===== src/rtl/pipe_pkg.sv =====
// Shared ID/EX definitions: opcodes, ALU op classes, funct codes and the control bundle.
package pipe_pkg;

    localparam logic [5:0] OP_RTYPE = 6'b000000;
    localparam logic [5:0] OP_LW    = 6'b100011;
    localparam logic [5:0] OP_SW    = 6'b101011;
    localparam logic [5:0] OP_BEQ   = 6'b000100;
    localparam logic [5:0] OP_ADDI  = 6'b001000;
    localparam logic [5:0] OP_SLTI  = 6'b001010;

    localparam logic [1:0] ALUOP_ADD   = 2'b00;
    localparam logic [1:0] ALUOP_SUB   = 2'b01;
    localparam logic [1:0] ALUOP_FUNCT = 2'b10;
    localparam logic [1:0] ALUOP_IMM   = 2'b11;

    localparam logic [5:0] FN_ADD = 6'b100000;
    localparam logic [5:0] FN_SUB = 6'b100010;
    localparam logic [5:0] FN_AND = 6'b100100;
    localparam logic [5:0] FN_OR  = 6'b100101;
    localparam logic [5:0] FN_SLT = 6'b101010;

    typedef struct packed {
        logic [1:0] aluop;
        logic [5:0] sel;
        logic       alusrc;
        logic       regdst;
        logic       memread;
        logic       memwrite;
        logic       memtoreg;
        logic       regwrite;
        logic       branch;
    } ctrl_t;

    localparam ctrl_t CTRL_NOP = '0;

endpackage


===== src/rtl/id_ex_ctrl_main_decoder.sv =====
// Combinational opcode decoder: control bundle, legal flag, and whether rt is a source.
// Optional macro SLTI_EN adds slti decoding through the ALU set-less-than path.
module main_decoder
    import pipe_pkg::*;
(
    input  logic [5:0] opcode,
    input  logic [5:0] funct,
    output ctrl_t      ctrl,
    output logic       legal,
    output logic       uses_rt
);

    always_comb begin
        ctrl    = CTRL_NOP;
        legal   = 1'b1;
        uses_rt = 1'b0;
        case (opcode)
            OP_RTYPE: begin
                ctrl.aluop    = ALUOP_FUNCT;
                ctrl.sel      = funct;
                ctrl.regdst   = 1'b1;
                ctrl.regwrite = 1'b1;
                uses_rt       = 1'b1;
            end
            OP_LW: begin
                ctrl.aluop    = ALUOP_ADD;
                ctrl.alusrc   = 1'b1;
                ctrl.memread  = 1'b1;
                ctrl.memtoreg = 1'b1;
                ctrl.regwrite = 1'b1;
            end
            OP_SW: begin
                ctrl.aluop    = ALUOP_ADD;
                ctrl.alusrc   = 1'b1;
                ctrl.memwrite = 1'b1;
                uses_rt       = 1'b1;
            end
            OP_BEQ: begin
                ctrl.aluop  = ALUOP_SUB;
                ctrl.branch = 1'b1;
                uses_rt     = 1'b1;
            end
            OP_ADDI: begin
                ctrl.aluop    = ALUOP_IMM;
                ctrl.alusrc   = 1'b1;
                ctrl.regwrite = 1'b1;
            end
`ifdef SLTI_EN
            OP_SLTI: begin
                ctrl.aluop    = ALUOP_FUNCT;
                ctrl.sel      = FN_SLT;
                ctrl.alusrc   = 1'b1;
                ctrl.regwrite = 1'b1;
            end
`endif
            default: legal = 1'b0;
        endcase
    end

endmodule


===== src/rtl/id_ex_ctrl.sv =====
// ID stage control: decode, load-use hazard stall, branch flush and the ID/EX register.
// Optional macro SLTI_EN (handled in main_decoder) enables slti.
module id_ex_ctrl
    import pipe_pkg::*;
#(
    parameter int DATA_W = 32,
    parameter int REG_AW = 5
) (
    input  logic              clk,
    input  logic              rst,
    input  logic [DATA_W-1:0] instr,
    input  logic              ifid_valid,
    input  logic              flush,
    output logic              pc_write,
    output logic              ifid_write,
    output logic [1:0]        ex_aluOP,
    output logic [5:0]        ex_sel,
    output logic              ex_aluSrc,
    output logic              ex_regDst,
    output logic              ex_memRead,
    output logic              ex_memWrite,
    output logic              ex_memToReg,
    output logic              ex_regWrite,
    output logic              ex_branch,
    output logic [REG_AW-1:0] ex_rs,
    output logic [REG_AW-1:0] ex_rt,
    output logic [REG_AW-1:0] ex_rd,
    output logic [DATA_W-1:0] ex_imm,
    output logic              ex_valid,
    output logic              illegal
);

    function automatic logic signed [DATA_W-1:0] sext16(input logic [15:0] v);
        return {{(DATA_W-16){v[15]}}, v};
    endfunction

    ctrl_t             dec_ctrl;
    ctrl_t             ctrl_q;
    logic              dec_legal;
    logic              dec_uses_rt;
    logic              hazard;
    logic [REG_AW-1:0] id_rs;
    logic [REG_AW-1:0] id_rt;
    logic [REG_AW-1:0] id_rd;

    assign id_rs = instr[25 -: REG_AW];
    assign id_rt = instr[20 -: REG_AW];
    assign id_rd = instr[15 -: REG_AW];

    main_decoder u_dec (
        .opcode  (instr[31:26]),
        .funct   (instr[5:0]),
        .ctrl    (dec_ctrl),
        .legal   (dec_legal),
        .uses_rt (dec_uses_rt)
    );

    // A load in EX whose destination feeds the ID instruction must wait one cycle.
    assign hazard = ifid_valid && ex_valid && ctrl_q.memread && (ex_rt != '0) &&
                    ((ex_rt == id_rs) || (dec_uses_rt && (ex_rt == id_rt)));

    assign pc_write   = flush || !hazard;
    assign ifid_write = flush || !hazard;

    // ID -> EX pipeline register
    always_ff @(posedge clk or posedge rst) begin
        if (rst) begin
            ctrl_q   <= CTRL_NOP;
            ex_valid <= 1'b0;
            illegal  <= 1'b0;
            ex_rs    <= '0;
            ex_rt    <= '0;
            ex_rd    <= '0;
            ex_imm   <= '0;
        end else begin
            ex_rs  <= id_rs;
            ex_rt  <= id_rt;
            ex_rd  <= id_rd;
            ex_imm <= sext16(instr[15:0]);
            if (flush || hazard) begin
                ctrl_q   <= CTRL_NOP;
                ex_valid <= 1'b0;
                illegal  <= 1'b0;
            end else begin
                ctrl_q   <= (ifid_valid && dec_legal) ? dec_ctrl : CTRL_NOP;
                ex_valid <= ifid_valid && dec_legal;
                illegal  <= ifid_valid && !dec_legal;
            end
        end
    end

    assign ex_aluOP    = ctrl_q.aluop;
    assign ex_sel      = ctrl_q.sel;
    assign ex_aluSrc   = ctrl_q.alusrc;
    assign ex_regDst   = ctrl_q.regdst;
    assign ex_memRead  = ctrl_q.memread;
    assign ex_memWrite = ctrl_q.memwrite;
    assign ex_memToReg = ctrl_q.memtoreg;
    assign ex_regWrite = ctrl_q.regwrite;
    assign ex_branch   = ctrl_q.branch;

endmodule


===== config.mk =====
export PLATFORM = sky130hd
export DESIGN_NAME = id_ex_ctrl
export DESIGN_NICKNAME = d
export VERILOG_FILES = /design/src/rtl/pipe_pkg.sv /design/src/rtl/id_ex_ctrl_main_decoder.sv /design/src/rtl/id_ex_ctrl.sv
export SDC_FILE = /design/constraint.sdc
export NUM_CORES = 1
export LEC_CHECK = 0
export CAP_MARGIN = 25
export CORE_MARGIN = 2
export CORE_UTILIZATION = 42
export DETAILED_ROUTE_END_ITERATION = 6
export GPL_TIMING_DRIVEN = 0
export PLACE_DENSITY = 0.85
export SLEW_MARGIN = 15
export SYNTH_ARGS = -nofsm -noshare
export SYNTH_HDL_FRONTEND = slang
export SYNTH_HIERARCHICAL = 1
export SYNTH_SLANG_ARGS = --single-unit

===== constraint.sdc =====
create_clock -name clk -period 7.1 [get_ports clk]
set_input_delay 2.13 -clock clk [delete_from_list [all_inputs] [get_ports clk]]
set_output_delay 2.13 -clock clk [all_outputs]
set_load 0.01 [all_outputs]

==> flow_summary.toml <==
[min_path]
hold_path_startpoint = "ex_memRead"
min_to = "ex_sel[2]"
holdPathStages = 3
hold_class = "register to register"

[die]
fp.dieArea_um2 = 5070
initial_core_util_pct = 43.5
ios = 102
fp.dieH_um = 71.2
dieWidth_um = 71.2
core-area_um2 = 4350
rows = 24

[worst_setup_path]
path_class = "primary input to primary output"
cp-start-kind = "primary input"
cp.arrival_ns = 4.64
reg2reg_slack_ns = 5.61
cp_max_fo = 10
worst_setup_path_end_kind = "primary output"
path_delay_family = "buffers and inverters"
reg2reg_depth = 5
timing.rr.start = "ex_rt[4]"
path_buf_inv = 4
reg2reg_to = "ex_sel[0]"
critPathRequiredTime_ns = 4.97
crit_top_cell = "clkdlybuf4s50_1"
crit_chain = "clkdlybuf4s50_1 -> or3_4 -> o32ai_1 -> nand2_1 -> o22ai_4 -> buf_6 -> nand3b_2 -> buf_4 -> clkdlybuf4s50_1"
slowest_delay_ns = 0.47
slowest_stage = "clkdlybuf4s50_1"

[detailed_routing]
wl_um = 4460
antenna_left = 0
wire_per_inst_um = 13.9
drt_pass1_iterations = 4
routed-via-count = 1568
viasPerCell = 4.90
drc = 0
initialDrtViolationCount = 119

[synthesis]
syn_nets = 195
syn_avg_cell_area_um2 = 11.9
ys_ff_latch = 43
netlist_instances = 159
yosys_most_used_dff = "dfrtp_1"
synth_cell_type_count = 29
async_reset_ff_share_pct = 100
synth.yosys.seq_area_share_pct = 56.8
synth_edf_count = 0
ys_warn_count = 6
syn-cell-area_um2 = 1900

[global_route]
antenna_found_initial = 0
grt_pass1_wl_um = 7440
grt_max_degree = 25
grt_pass1_vias = 1518
grtUsageTotal_pct = 18.9
overflow = 0

[layout]
drive_above_1_share_pct = 18.7
layoutNonFillerInstCount = 320
n_antenna_cell = 0
fin_util_pct = 70.9
syn_to_final_growth_pct = 62.8
nets = 304

[cts]
postCtsHoldBufs = 0
cts_setup_buffers = 0
cts_buffers = 5
clkLatencyLatePin_ns = 0.29
cts_sinks = 43
ctsLongestPathBuffers = 2
root_buffer = "clkbuf_8"
tritoncts = "built"
clk_pin_slew_ns = 0.08
ctsResizeCount = 0
htree_levels = 2

[timing]
final.setup.worst_slack_ns = 0.331
tns_ns = 0
fmax_ghz = 0.148
min_period_over_period_pct = 95.3
rsz0062_at_grt = "false"
fin_skew_ns = 0.00802
report.final.slew_viol_count = 0
setup_viol = 0
hold_viol_final = 0
period_minus_slack_ns = 6.77
worstMarginPinSlew_ns = 0.503
maxSlewHeadroom_pct = 66.5

[place]
pre_cts_ws_ns = 0.324
place_inst = 313
numPortBuffers = 101
hpwl_um = 3520
place.gp.congestion = 0.892

[pwr]
switching_share_pct = 23.7
p_per_area_nw_per_um2 = 165
pwr-share-seq_pct = 50.8
power_switching_w = 0.000120
power.internal_w = 0.000388
ir_drop_uv = 96.5
p_leak_nw = 1.30
clkPwrFrac_pct = 30.5
comb_power_share_pct = 18.7

[status]
status = "complete, no violations"

[job]
drv_cap = 0
==> cell usage after synthesis (3+ instances only) <==
library cell / number / area share (%)
a21oi_1: 17 / 4.5
buf_4: 23 / 9.1
nor2_1: 4 / 0.79
buf_6: 3 / 1.8
xnor2_1: 11 / 5.1
dfrtp_1: 43 / 57
nand3b_1: 15 / 5.9
nand3_1: 3 / 0.79
inv_1: 8 / 1.6
nor3_2: 7 / 3.7
==> per-layer routing <==
| layer | part of all wire [%] | track usage [%] |
|---|---|---|
| met4 | 1.2 | 6.29 |
| met3 | 8.8 | 5.13 |
| met5 | 0 | 0 |
| met2 | 51 | 31.2 |
| met1 | 39 | 24.3 |
==> cell usage in the layout, fill, tap and decap left out <==
master           count
a21oi_1             17
nand2b_1             1
clkbuf_8             6
buf_6                3
o22ai_1              1
clkbuf_1             2
inv_2                1
or3_4                1
nand3_1              3
clkdlybuf4s50_1    101
clkinv_2             1
inv_1                7
nor3_2               7
nor4b_1              1
dfrtp_1             43
nand3b_2             1
o32ai_1              2
buf_2                2
buf_16               1
xnor2_1             11
a21o_1               1
nor2_1               4
or2_2                1
and2_1               1
a21oi_2              1
nand4_1              2
or4b_1               1
a2111oi_2            1
nand2_1              2
or3_1                1
o22ai_4              1
nor3_1               2
nand3b_1            15
buf_4               23
==> worst register-to-register path: stages, from the launching register on <==
cell	delay (ns)
dfrtp_1	0.44
xnor2_1	0.18
nand3_1	0.15
o22ai_4	0.34
buf_6	0.19
a21oi_1	0.08
==> per-stage QoR <==
stage | hold WS, ns | total power [W] | cell area [µm²]
3_3_place_gp | 0.725 | 0.000354 | 2970
4_1_cts | 0.754 | 0.000514 | 3090
5_1_grt | 0.815 | 0.000531 | 3090
2_1_floorplan | 0.733 | 0.000300 | 1900
6_report | 0.751 | 0.000508 | 3090
3_5_place_dp | 0.727 | 0.000359 | 3000
==> flip-flops by register name, indices dropped and copies added (netlist names), 2 cells and up <==
| name | count |
|---|---|
| ex_rs | 5 |
| ex_sel | 6 |
| ex_imm | 16 |
| ex_rt | 5 |
| ex_aluOP | 2 |
==> cells by family after synthesis <==
family / share of synthesized area (%)
flops: 56.8
xor+xnor: 5.08
simple gates: 16.3
compound gates: 8.45
buf+inv: 13.4
==> power by group through the flow <==
stage	clock (W)	sequential, W	combinational, W
final	0.000155	0.000258	0.0000952
after global routing	0.000169	0.000259	0.000102
after CTS	0.000159	0.000258	0.0000964
after detailed placement	0	0.000263	0.0000961
after global placement	0	0.000262	0.0000918
after floorplan	0	0.000267	0.0000336
==> how the worst max path moves through the flow <==
stage	start	end	slack, ns	cells past startpoint
after floorplan	instr[26]	pc_write	1.47	7
after detailed placement	instr[26]	pc_write	0.32	9
after global routing	instr[26]	pc_write	0.22	9
final	instr[26]	pc_write	0.33	9
after CTS	instr[26]	pc_write	0.32	9
after global placement	instr[26]	pc_write	0.35	9
==> cell type report <==
cell class,instances,area [µm²]
buffer,30,224
fill,350,1270
timing repair buffer,102,1040
tap,52,65.1
inverter,8,30.0
clock buffer,6,82.6
multi-input combinational,78,566
clock inverter,1,5.00
sequential,43,1080
(Power assumes the default switching activity.)
